**src/rtl/cpu_run_controller_if.sv**
```systemverilog
// Control/status bundle between the chip-level run pins and the CPU run sequencer.
interface cpu_run_controller_if #(
   parameter int unsigned CNT_W = 16
);
   logic             start;
   logic             halt_req;
   logic             cpu_reset;
   logic             cpu_run;
   logic             done;
   logic             timeout;
   logic [CNT_W-1:0] cycle_count;

   modport master (
      output start, halt_req,
      input  cpu_reset, cpu_run, done, timeout, cycle_count
   );

   modport slave (
      input  start, halt_req,
      output cpu_reset, cpu_run, done, timeout, cycle_count
   );
endinterface

```
**src/rtl/cpu_run_controller.sv**
```systemverilog
// Run sequencer for the CPU core: holds CPU reset after start, enables execution,
// counts RUN cycles and stops on a halt request or when the cycle budget is spent.
//
// state | meaning
// IDLE  | waiting for start; CPU held in reset
// RESET | CPU reset asserted for RST_CYCLES cycles
// RUN   | CPU executing; cycle_count advances every edge
// DONE  | run finished; CPU frozen, done/timeout/cycle_count held
module cpu_run_controller #(
   parameter int unsigned RST_CYCLES = 1,
   parameter int unsigned MAX_CYCLES = 330,
   parameter int unsigned CNT_W      = 16
) (
   input  logic                 CLK,
   input  logic                 Reset_n,
   cpu_run_controller_if.slave  bus
);
   localparam int unsigned RW = (RST_CYCLES > 1) ? $clog2(RST_CYCLES) : 1;
   localparam logic [RW-1:0]    RST_LOAD = RW'(RST_CYCLES - 1);
   localparam logic [CNT_W-1:0] MAX_C    = CNT_W'(MAX_CYCLES);

   typedef enum logic [1:0] {IDLE, RESET, RUN, DONE} state_t;

   state_t           state;
   logic [RW-1:0]    rst_cnt;
   logic [CNT_W-1:0] cycle_count;
   logic [CNT_W-1:0] count_inc;
   logic             cpu_reset;
   logic             cpu_run;
   logic             done;
   logic             timeout;

   assign count_inc = cycle_count + CNT_W'(1);

   always_ff @(posedge CLK or negedge Reset_n) begin
      if (!Reset_n) begin
         state       <= IDLE;
         rst_cnt     <= '0;
         cycle_count <= '0;
         cpu_reset   <= 1'b1;
         cpu_run     <= 1'b0;
         done        <= 1'b0;
         timeout     <= 1'b0;
      end else begin
         unique case (state)
            IDLE: begin
               cpu_reset <= 1'b1;
               cpu_run   <= 1'b0;
               if (bus.start) begin
                  state       <= RESET;
                  rst_cnt     <= RST_LOAD;
                  cycle_count <= '0;
               end
            end
            RESET: begin
               if (rst_cnt == '0) begin
                  state     <= RUN;
                  cpu_reset <= 1'b0;
                  cpu_run   <= 1'b1;
               end else begin
                  rst_cnt <= rst_cnt - RW'(1);
               end
            end
            RUN: begin
               cycle_count <= count_inc;
               // halt takes priority over budget expiry on the same edge
               if (bus.halt_req) begin
                  state   <= DONE;
                  cpu_run <= 1'b0;
                  done    <= 1'b1;
                  timeout <= 1'b0;
               end else if (count_inc == MAX_C) begin
                  state   <= DONE;
                  cpu_run <= 1'b0;
                  done    <= 1'b1;
                  timeout <= 1'b1;
               end
            end
            DONE: begin
               if (bus.start) begin
                  state       <= RESET;
                  rst_cnt     <= RST_LOAD;
                  cycle_count <= '0;
                  cpu_reset   <= 1'b1;
                  done        <= 1'b0;
                  timeout     <= 1'b0;
               end
            end
            default: state <= IDLE;
         endcase
      end
   end

   assign bus.cpu_reset   = cpu_reset;
   assign bus.cpu_run     = cpu_run;
   assign bus.done        = done;
   assign bus.timeout     = timeout;
   assign bus.cycle_count = cycle_count;
endmodule

```
**src/flat_wrapper.sv**
```systemverilog
// flat-port wrapper written by rule: the top's interface ports become plain ports
module cpu_run_controller_flat 
#(
   parameter int unsigned RST_CYCLES = 1,
   parameter int unsigned MAX_CYCLES = 330,
   parameter int unsigned CNT_W      = 16
)
  (CLK, Reset_n, bus_start, bus_halt_req, bus_cpu_reset, bus_cpu_run, bus_done, bus_timeout, bus_cycle_count);
  cpu_run_controller_if #(.CNT_W(CNT_W)) bus_i ();
  input  logic CLK;
  input  logic Reset_n;
  input wire logic [$bits(bus_i.start)-1:0] bus_start;
  input wire logic [$bits(bus_i.halt_req)-1:0] bus_halt_req;
  output wire logic [$bits(bus_i.cpu_reset)-1:0] bus_cpu_reset;
  output wire logic [$bits(bus_i.cpu_run)-1:0] bus_cpu_run;
  output wire logic [$bits(bus_i.done)-1:0] bus_done;
  output wire logic [$bits(bus_i.timeout)-1:0] bus_timeout;
  output wire logic [$bits(bus_i.cycle_count)-1:0] bus_cycle_count;
  assign bus_i.start = bus_start;
  assign bus_i.halt_req = bus_halt_req;
  assign bus_cpu_reset = bus_i.cpu_reset;
  assign bus_cpu_run = bus_i.cpu_run;
  assign bus_done = bus_i.done;
  assign bus_timeout = bus_i.timeout;
  assign bus_cycle_count = bus_i.cycle_count;
  cpu_run_controller #(.RST_CYCLES(RST_CYCLES), .MAX_CYCLES(MAX_CYCLES), .CNT_W(CNT_W)) u_core (.CLK(CLK), .Reset_n(Reset_n), .bus(bus_i));
endmodule
```
**config.mk**
```make
export PLATFORM = sky130hd
export DESIGN_NAME = cpu_run_controller_flat
export DESIGN_NICKNAME = d
export VERILOG_FILES = /design/src/rtl/cpu_run_controller_if.sv /design/src/rtl/cpu_run_controller.sv /design/src/flat_wrapper.sv
export SDC_FILE = /design/constraint.sdc
export NUM_CORES = 1
export LEC_CHECK = 0
export CORE_MARGIN = 8
export CORE_UTILIZATION = 25
export CTS_CLUSTER_DIAMETER = 200
export DETAILED_ROUTE_END_ITERATION = 6
export MAX_ROUTING_LAYER = met4
export PLACE_DENSITY = 0.54
export SETUP_SLACK_MARGIN = 0.3
export SLEW_MARGIN = 25
export SYNTH_ARGS = -nofsm -noshare
export SYNTH_HDL_FRONTEND = slang
export SYNTH_SLANG_ARGS = --single-unit
```
**constraint.sdc**
```tcl
create_clock -name CLK -period 2.6 [get_ports CLK]
set_input_delay 0.52 -clock CLK [delete_from_list [all_inputs] [get_ports CLK]]
set_output_delay 0.52 -clock CLK [all_outputs]
set_load 0.005 [all_outputs]
```
==> PnR_summary.wiki, run 1 <==
{| class="wikitable"
! Metric !! Value
|-
| Result of the run || finished, final reports clean
|-
| Mux cell area share after synthesis || 2.48%
|-
| Total setup violations reported at the end of the flow || 0
|-
| WP data arrival || 2.44 ns
|-
| Tightest hold margin || 0.508 ns
|-
| Classification of the worst setup path || flop to flop
|-
| Total global-route track usage || 9.67%
|-
| Area overhead of the layout relative to synthesis || 31.0%
|-
| Synth Area in Adders || 5.43%
|-
| Number of instances in the synthesized netlist || 200
|-
| Post-layout utilization of the core || 33.6%
|-
| Num CTS Buffers || 3
|-
| Max VDD drop || 0.000265 V
|-
| Hold violation count in the final report || 0
|-
| Worst relative slew slack || 68.7%
|-
| Number of diodes added for antenna fixing || 0
|-
| Final std cells w/o fill || 308
|-
| Average size of a mapped cell || 8.06 µm²
|-
| Number of enable-type register cells in the synthesized netlist || 0
|-
| Violation count after the first detailed-route iteration || 54
|-
| Cell count after placement || 298
|-
| Routed via count || 1,496
|-
| Unique masters post-synth || 45
|-
| Pin count of the biggest net entering global routing || 24
|-
| Number of nets in the finished design || 243
|-
| First-pass GRT wire length || 6960 µm
|-
| Congestion Overflow GR || 0
|-
| Final Slew Violations || 0
|-
| Chip Width || 96.3 µm
|-
| Antenna violations before repair || 0
|-
| Async set or reset register ratio after synthesis || 100%
|-
| Cell area reported after detailed placement || 1970 µm²
|-
| Worst hold-check path type || flop to flop
|-
| Fin crit share || 86.5%
|-
| Sequential fraction of the synthesis area || 34.2%
|-
| Highest fanout seen on the critical path || 10
|-
| Placeable core region || 6280 µm²
|-
| Initial cell density of the core || 25.7%
|-
| Die Ht || 96.3 µm
|-
| Min cycle time layout || 2.25 ns
|-
| Routed metal-1 wire length || 2170 µm
|-
| Cell area after layout || 2110 µm²
|-
| Top routing layer in use || met4
|-
| Fraction of layout cells with a size suffix above 1 || 18.2%
|-
| Count of buffers inserted at the top-level ports || 23
|-
| Source-to-sink clock delay at the later pin of the worst-skew pair || 0.26 ns
|-
| Count of antenna-violating nets left after detailed routing || 0
|-
| Actual transition at the worst max-transition pin || 0.468 ns
|-
| Routed length on met3 || 238 µm
|-
| Top_reg_cell synth || dfrtp_1
|-
| Data required time of the critical path || 2.79 ns
|-
| Setup TNS || 0 ns
|-
| Maximum frequency from static timing analysis || 445 MHz
|-
| CTS Root Cell || clkbuf_8
|-
| Critical path capture point type || flop
|-
| Layout filler cell count || 668
|-
| Number of global-route vias before repair || 1,435
|-
| Ratio of routed vias to standard cells || 4.86
|-
| Total of warnings raised by yosys || 0
|-
| Total die area || 9270 µm²
|-
| Leak Pwr || 0.811 nW
|-
| RSZ-0062 raised after global routing || yes
|-
| First-pass DRT Iterations || 4
|-
| Basic-gate share of the synthesized area counting and, or, nand and nor cells || 29.0%
|-
| Clock-pin slew on the worst setup and hold paths || 0.09 ns
|-
| H-tree Lvls || 1
|-
| Dominant combinational cell family by area after synthesis || simple AND/OR/NAND/NOR gates
|-
| Summed instance area of the synthesized netlist || 1610 µm²
|-
| Routed wire length on met2 || 1780 µm
|-
| Mean routed wirelength per cell || 13.7 µm
|-
| Buffer levels on the longest clock path || 2
|-
| Worst-case clock skew || 0.00427 ns
|-
| Syn_nets || 211
|-
| Yosys reg bits || 22
|-
| Global placer's final weighted congestion || 0.861
|-
| Top Ports || 24
|-
| Detailed Route WL || 4220 µm
|-
| Row count || 29
|-
| Clock tree from TritonCTS || yes
|-
| Xor-xnor portion of the synthesized cell area || 3.80%
|-
| Power Dens Cells || 781 nW/µm²
|-
| Critical Path Start Type || flop
|-
| Sinks on Clock Net || 22
|-
| Post-detail-place hpwl || 3050 µm
|-
| Max-cap violation count || 0
|-
| DRC Markers || 0
|-
| Compound-Gate Fraction of Synth Area || 19.5%
|}
worst paths after layout:
| kind | startpoint | end | slack (ns) | depth (start not counted) |
|---|---|---|---|---|
| max | u_core.bus.cycle_count[0]$_DFFE_PN0P_ | u_core.bus.cpu_run$_DFFE_PN0P_ | 0.35 | 7 |
| min | u_core.bus.cpu_reset$_DFFE_PN1P_ | u_core.bus.cpu_reset$_DFFE_PN1P_ | 0.51 | 2 |
| max reg2reg | u_core.bus.cycle_count[0]$_DFFE_PN0P_ | u_core.bus.cpu_run$_DFFE_PN0P_ | 0.35 | 7 |
| min reg2reg | u_core.bus.cpu_reset$_DFFE_PN1P_ | u_core.bus.cpu_reset$_DFFE_PN1P_ | 0.51 | 2 |
| max in group asynchronous | Reset_n | u_core.bus.cpu_reset$_DFFE_PN1P_ | 1.70 | 2 |
| min in group asynchronous | Reset_n | u_core.bus.cpu_run$_DFFE_PN0P_ | 0.61 | 2 |
placed cells by master (no fill, tap or decap), types with 3 or more instances in the layout:
master           count
dfrtp_2              7
clkdlybuf4s50_1     23
nor2_1              15
xor2_1               4
clkbuf_8             4
o21ai_0             14
a21oi_1             12
a31oi_1              3
a21o_1               3
inv_1                7
o211ai_1             3
mux2i_1              3
ha_1                 6
or4_1                4
nand3_1              8
o22ai_1              5
nand2b_1             3
nor3_1               7
buf_4               17
xnor2_1              3
nand2_1             28
dfrtp_1             14
or3_1                4
layer usage:
| metal | global-route usage, % | vias up |
|---|---|---|
| met2 | 14.1 | 27 |
| li1 | - | 787 |
| met5 | - | - |
| met3 | 2.81 | 4 |
| met4 | 2.02 | 0 |
| met1 | 12.9 | 678 |
worst max-delay path, cell delays in order, from the launching register on:
cell and delay (ns):
dfrtp_2 0.42, buf_4 0.13, ha_1 0.15, nor4b_2 0.20, o21ai_0 0.12, or4_4 0.57, or4_1 0.49, o211ai_1 0.10
power breakdown:
group / total (mW) / leakage, nW / internal, mW / switching, mW
logic: 0.846 / 0.506 / 0.403 / 0.443
clock network: 0.252 / 0.0288 / 0.135 / 0.117
registers: 0.550 / 0.276 / 0.431 / 0.119
total: 1.65 / 0.811 / 0.969 / 0.679
cell type report:
class	instances	area (µm²)	share of cell area, %
Sequential cell	22	561	26.6
Tap cell	77	96.3	4.56
Inverter	7	26.3	1.24
Clock buffer	4	55.1	2.61
Timing Repair Buffer	40	358	17.0
Multi-Input combinational cell	158	1010	48.1
metrics by stage:
step                setup slack [ns]  total power [mW]
global route                   0.274              1.81
global placement               0.114              1.36
floorplan                      0.323              1.05
detailed placement            0.0755              1.36
CTS                            0.304              1.63
finish                         0.351              1.65
synthesized netlist by cell type (2+ instances only):
| master | number | area [µm²] |
|---|---|---|
| or3_1 | 4 | 25.0 |
| nor3_1 | 8 | 40.0 |
| a211oi_1 | 2 | 15.0 |
| a31oi_1 | 4 | 25.0 |
| a21oi_1 | 12 | 60.1 |
| and2_1 | 2 | 12.5 |
| ha_1 | 7 | 87.6 |
| nor2_1 | 15 | 56.3 |
| o21ai_0 | 15 | 75.1 |
| dfrtp_1 | 21 | 526 |
| nand2_1 | 28 | 105 |
| o211ai_1 | 3 | 22.5 |
| mux2i_1 | 4 | 40.0 |
| buf_4 | 2 | 15.0 |
| buf_2 | 5 | 25.0 |
| nor2b_1 | 2 | 12.5 |
| or4_1 | 5 | 37.5 |
| xor2_1 | 4 | 35.0 |
| clkbuf_1 | 5 | 18.8 |
| xnor2_1 | 3 | 26.3 |
| or2_2 | 2 | 12.5 |
| nand4_1 | 2 | 12.5 |
| inv_1 | 7 | 26.3 |
| nand3_1 | 8 | 40.0 |
| o41ai_1 | 2 | 17.5 |
| a21o_1 | 3 | 22.5 |
| nand2b_1 | 3 | 18.8 |
| o22ai_1 | 5 | 31.3 |
logic make-up (layout without fill, tap and decap cells):
group,Yosys count,after routing
AO/OA/AOI/OAI,52,52
buffers and inverters,20,51
adder cells (fa/ha/maj),7,7
XOR/XNOR,7,7
flip-flops,22,22
multiplexers,4,4
AND/OR/NAND/NOR,88,88
state kept, by name (all words and copies together) (netlist names):
name,count
u_core.bus.cpu_reset,1
u_core.bus.cpu_run,1
u_core.state,2
u_core.bus.cycle_count,16
u_core.bus.done,1
u_core.bus.timeout,1
repair_timing:
action | in CTS | in global routing
gates resized for setup | 7 | 7
endpoints found under the setup margin | 5 | 4
pin swaps | 1 | 3
hold buffers | 0 | 0
setup buffers | 1 | 5
hold endpoints to repair | 0 | 0
Note: power is estimated with default switching activity, not from simulation.
==> run 2: changes to the inputs <==
--- a/config.mk
+++ b/config.mk
@@ -5,7 +5,7 @@
 export SDC_FILE = /design/constraint.sdc
 export NUM_CORES = 1
 export LEC_CHECK = 0
-export CORE_MARGIN = 8
+export CORE_MARGIN = 2
 export CORE_UTILIZATION = 25
 export CTS_CLUSTER_DIAMETER = 200
 export DETAILED_ROUTE_END_ITERATION = 6
@@ -16,3 +16,4 @@
 export SYNTH_ARGS = -nofsm -noshare
 export SYNTH_HDL_FRONTEND = slang
 export SYNTH_SLANG_ARGS = --single-unit
+export TNS_END_PERCENT = 30
==> PnR_summary.wiki, run 2 (synthesis results as in run 1) <==
{| class="wikitable"
! Metric !! Value
|-
| Pin count of the biggest net entering global routing || 24 (unchanged)
|-
| Source-to-sink clock delay at the later pin of the worst-skew pair || 0.27 ns (about the same)
|-
| Most used cells in the layout excluding fill and tap cells || nand2_1 (28), clkdlybuf4s50_1 (23), buf_4 (22)
|-
| Congestion Overflow GR || 0 (unchanged)
|-
| Chip Width || 84.3 µm (-12%)
|-
| Total global-route track usage || 12.3% (+2.6 points)
|-
| Fraction of layout cells with a size suffix above 1 || 21.9% (+3.8 points)
|-
| Number of diodes added for antenna fixing || 0 (unchanged)
|-
| Largest register FFs || 16 (unchanged)
|-
| Die Ht || 84.3 µm (-12%)
|-
| Post-detail-place hpwl || 2920 µm (-4.4%)
|-
| Buffer levels on the longest clock path || 2 (unchanged)
|-
| Hold violation count in the final report || 0 (unchanged)
|-
| Top Ports || 24 (unchanged)
|-
| H-tree Lvls || 1 (unchanged)
|-
| Number of buffers added to fix hold violations after cts || 0 (unchanged)
|-
| Fin crit share || 86.0% (-0.47 points)
|-
| Antenna violations before repair || 0 (unchanged)
|-
| Mean routed wirelength per cell || 14.0 µm (+2.5%)
|-
| Min cycle time layout || 2.24 ns (-0.0122 ns)
|-
| Total setup violations reported at the end of the flow || 0 (unchanged)
|-
| Result of the run || finished, final reports clean
|-
| First-pass DRT Iterations || 4 (unchanged)
|-
| CTS Root Cell || clkbuf_8
|-
| Row count || 29 (unchanged)
|-
| Num CTS Buffers || 3 (unchanged)
|-
| Setup TNS || 0 ns (unchanged)
|-
| Initial cell density of the core || 25.7% (unchanged)
|-
| Cell area reported after detailed placement || 1970 µm² (unchanged)
|-
| Area overhead of the layout relative to synthesis || 35.0%
|-
| Ratio of routed vias to standard cells || 5.00 (+2.9%)
|-
| DRC Markers || 0 (unchanged)
|-
| Worst-case clock skew || 0.00721 ns (+0.00294 ns)
|-
| Clock tree from TritonCTS || yes
|-
| Power Dens Cells || 768 nW/µm² (-1.7%)
|-
| WP data arrival || 2.42 ns (-0.02 ns)
|-
| Leak Pwr || 0.829 nW (+2.2%)
|-
| Most common library cell in the layout ignoring fill and taps || nand2_1
|-
| Worst-case register-to-register setup slack || 0.36 ns (about the same)
|-
| Max VDD drop || 0.000300 V (+13%)
|-
| Worst relative slew slack || 69.3% (+0.59 points)
|-
| Critical Path Start Type || flop
|-
| Global placer's final weighted congestion || 0.835 (-3.1%)
|-
| First-pass GRT wire length || 7020 µm (+0.99%)
|-
| Highest fanout seen on the critical path || 7 (-3)
|-
| Actual transition at the worst max-transition pin || 0.460 ns (-0.00877 ns)
|-
| Cell area after layout || 2180 µm² (+3.1%)
|-
| Sinks on Clock Net || 22 (unchanged)
|-
| Clock-pin slew on the worst setup and hold paths || 0.09 ns (about the same)
|-
| Layout filler cell count || 653 (-2.2%)
|-
| Number of nets in the finished design || 249 (+2.5%)
|-
| Data required time of the critical path || 2.79 ns (about the same)
|-
| Violation count after the first detailed-route iteration || 116 (+110%)
|-
| RSZ-0062 raised after global routing || yes
|-
| Placeable core region || 6280 µm² (unchanged)
|-
| Critical path capture point type || flop
|-
| Final Slew Violations || 0 (unchanged)
|-
| Detailed Route WL || 4410 µm (+4.5%)
|-
| Classification of the worst setup path || flop to flop
|-
| Count of buffers inserted at the top-level ports || 23 (unchanged)
|-
| Maximum frequency from static timing analysis || 447 MHz (+0.55%)
|-
| Number of global-route vias before repair || 1,448 (+0.91%)
|-
| Largest register by flop count || u_core.bus.cycle_count
|-
| Largest registers || u_core.bus.cycle_count x16, u_core.state x2
|-
| Worst hold-check path type || flop to flop
|-
| Max-cap violation count || 0 (unchanged)
|-
| Total die area || 7100 µm² (-23%)
|-
| Routed via count || 1,570 (+4.9%)
|-
| Count of antenna-violating nets left after detailed routing || 0 (unchanged)
|}
-- run 2: cell count changes in the layout (fill, tap and decap cells not counted), sizes merged --
cell | previous run | this run
buf | 17 | 22
or4 | 6 | 7
-- run 2: layer usage --
metal	up-vias	global-route usage (%)	share of wire, %
met2	37	18.5	44
li1	799	-	-
met5	-	-	0
met4	0	1.76	0.34
met3	2	2.75	4.5
met1	732	17.3	52
-- run 2: final timing paths --
kind	startpoint	endpoint	depth (start not counted)
max	u_core.bus.cycle_count[0]$_DFFE_PN0P_	u_core.bus.cpu_run$_DFFE_PN0P_	7
min reg2reg	u_core.bus.cpu_reset$_DFFE_PN1P_	u_core.bus.cpu_reset$_DFFE_PN1P_	2
min in group asynchronous	Reset_n	u_core.bus.cycle_count[15]$_DFFE_PN0P_	2
min	u_core.bus.cpu_reset$_DFFE_PN1P_	u_core.bus.cpu_reset$_DFFE_PN1P_	2
max in group asynchronous	Reset_n	u_core.bus.cpu_reset$_DFFE_PN1P_	2
max reg2reg	u_core.bus.cycle_count[0]$_DFFE_PN0P_	u_core.bus.cpu_run$_DFFE_PN0P_	7
-- run 2: critical path, cell delays in order, from the launching register on --
cell and delay [ns]:
dfrtp_2 0.45, buf_4 0.13, ha_1 0.12, nor4b_2 0.20, o21ai_1 0.13, or4_4 0.54, or4_1 0.48, o211ai_1 0.10
-- run 2: area by class of cell --
cell class / count / area (µm²) / area share (%)
well taps: 77 / 96.3 / 4.43
clock buffers: 4 / 45.0 / 2.07
repair buffers: 45 / 395 / 18.2
inverters: 7 / 26.3 / 1.21
flip-flops and latches: 22 / 562 / 25.8
multi-input cells: 159 / 1050 / 48.3
-- run 2: where the power goes --
part,internal (mW),switching (mW),total (mW)
sequential,0.432,0.127,0.559
clock,0.110,0.118,0.228
combinational,0.412,0.472,0.884
-- run 2: repair_timing --
item	4_1_cts	5_1_grt
pin swaps	1	6
gates resized for setup	5	18
setup endpoints to repair	5	5
buffers inserted	1	10
gates cloned	0	1
-- run 2: stage by stage --
stage / power [mW] / hold slack [ns] / utilization, % / std cells / worst slack, ns
after floorplan: 1.05 / 0.224 / - / 200 / 0.323
after detailed placement: 1.36 / 0.498 / 31.5 / 298 / 0.137
final: 1.67 / 0.516 / 34.7 / 314 / 0.363
after global routing: 1.82 / 0.558 / 34.7 / 314 / 0.254
after global placement: 1.36 / 0.492 / 31.5 / 298 / 0.193
after CTS: 1.60 / 0.512 / 32.5 / 303 / 0.298
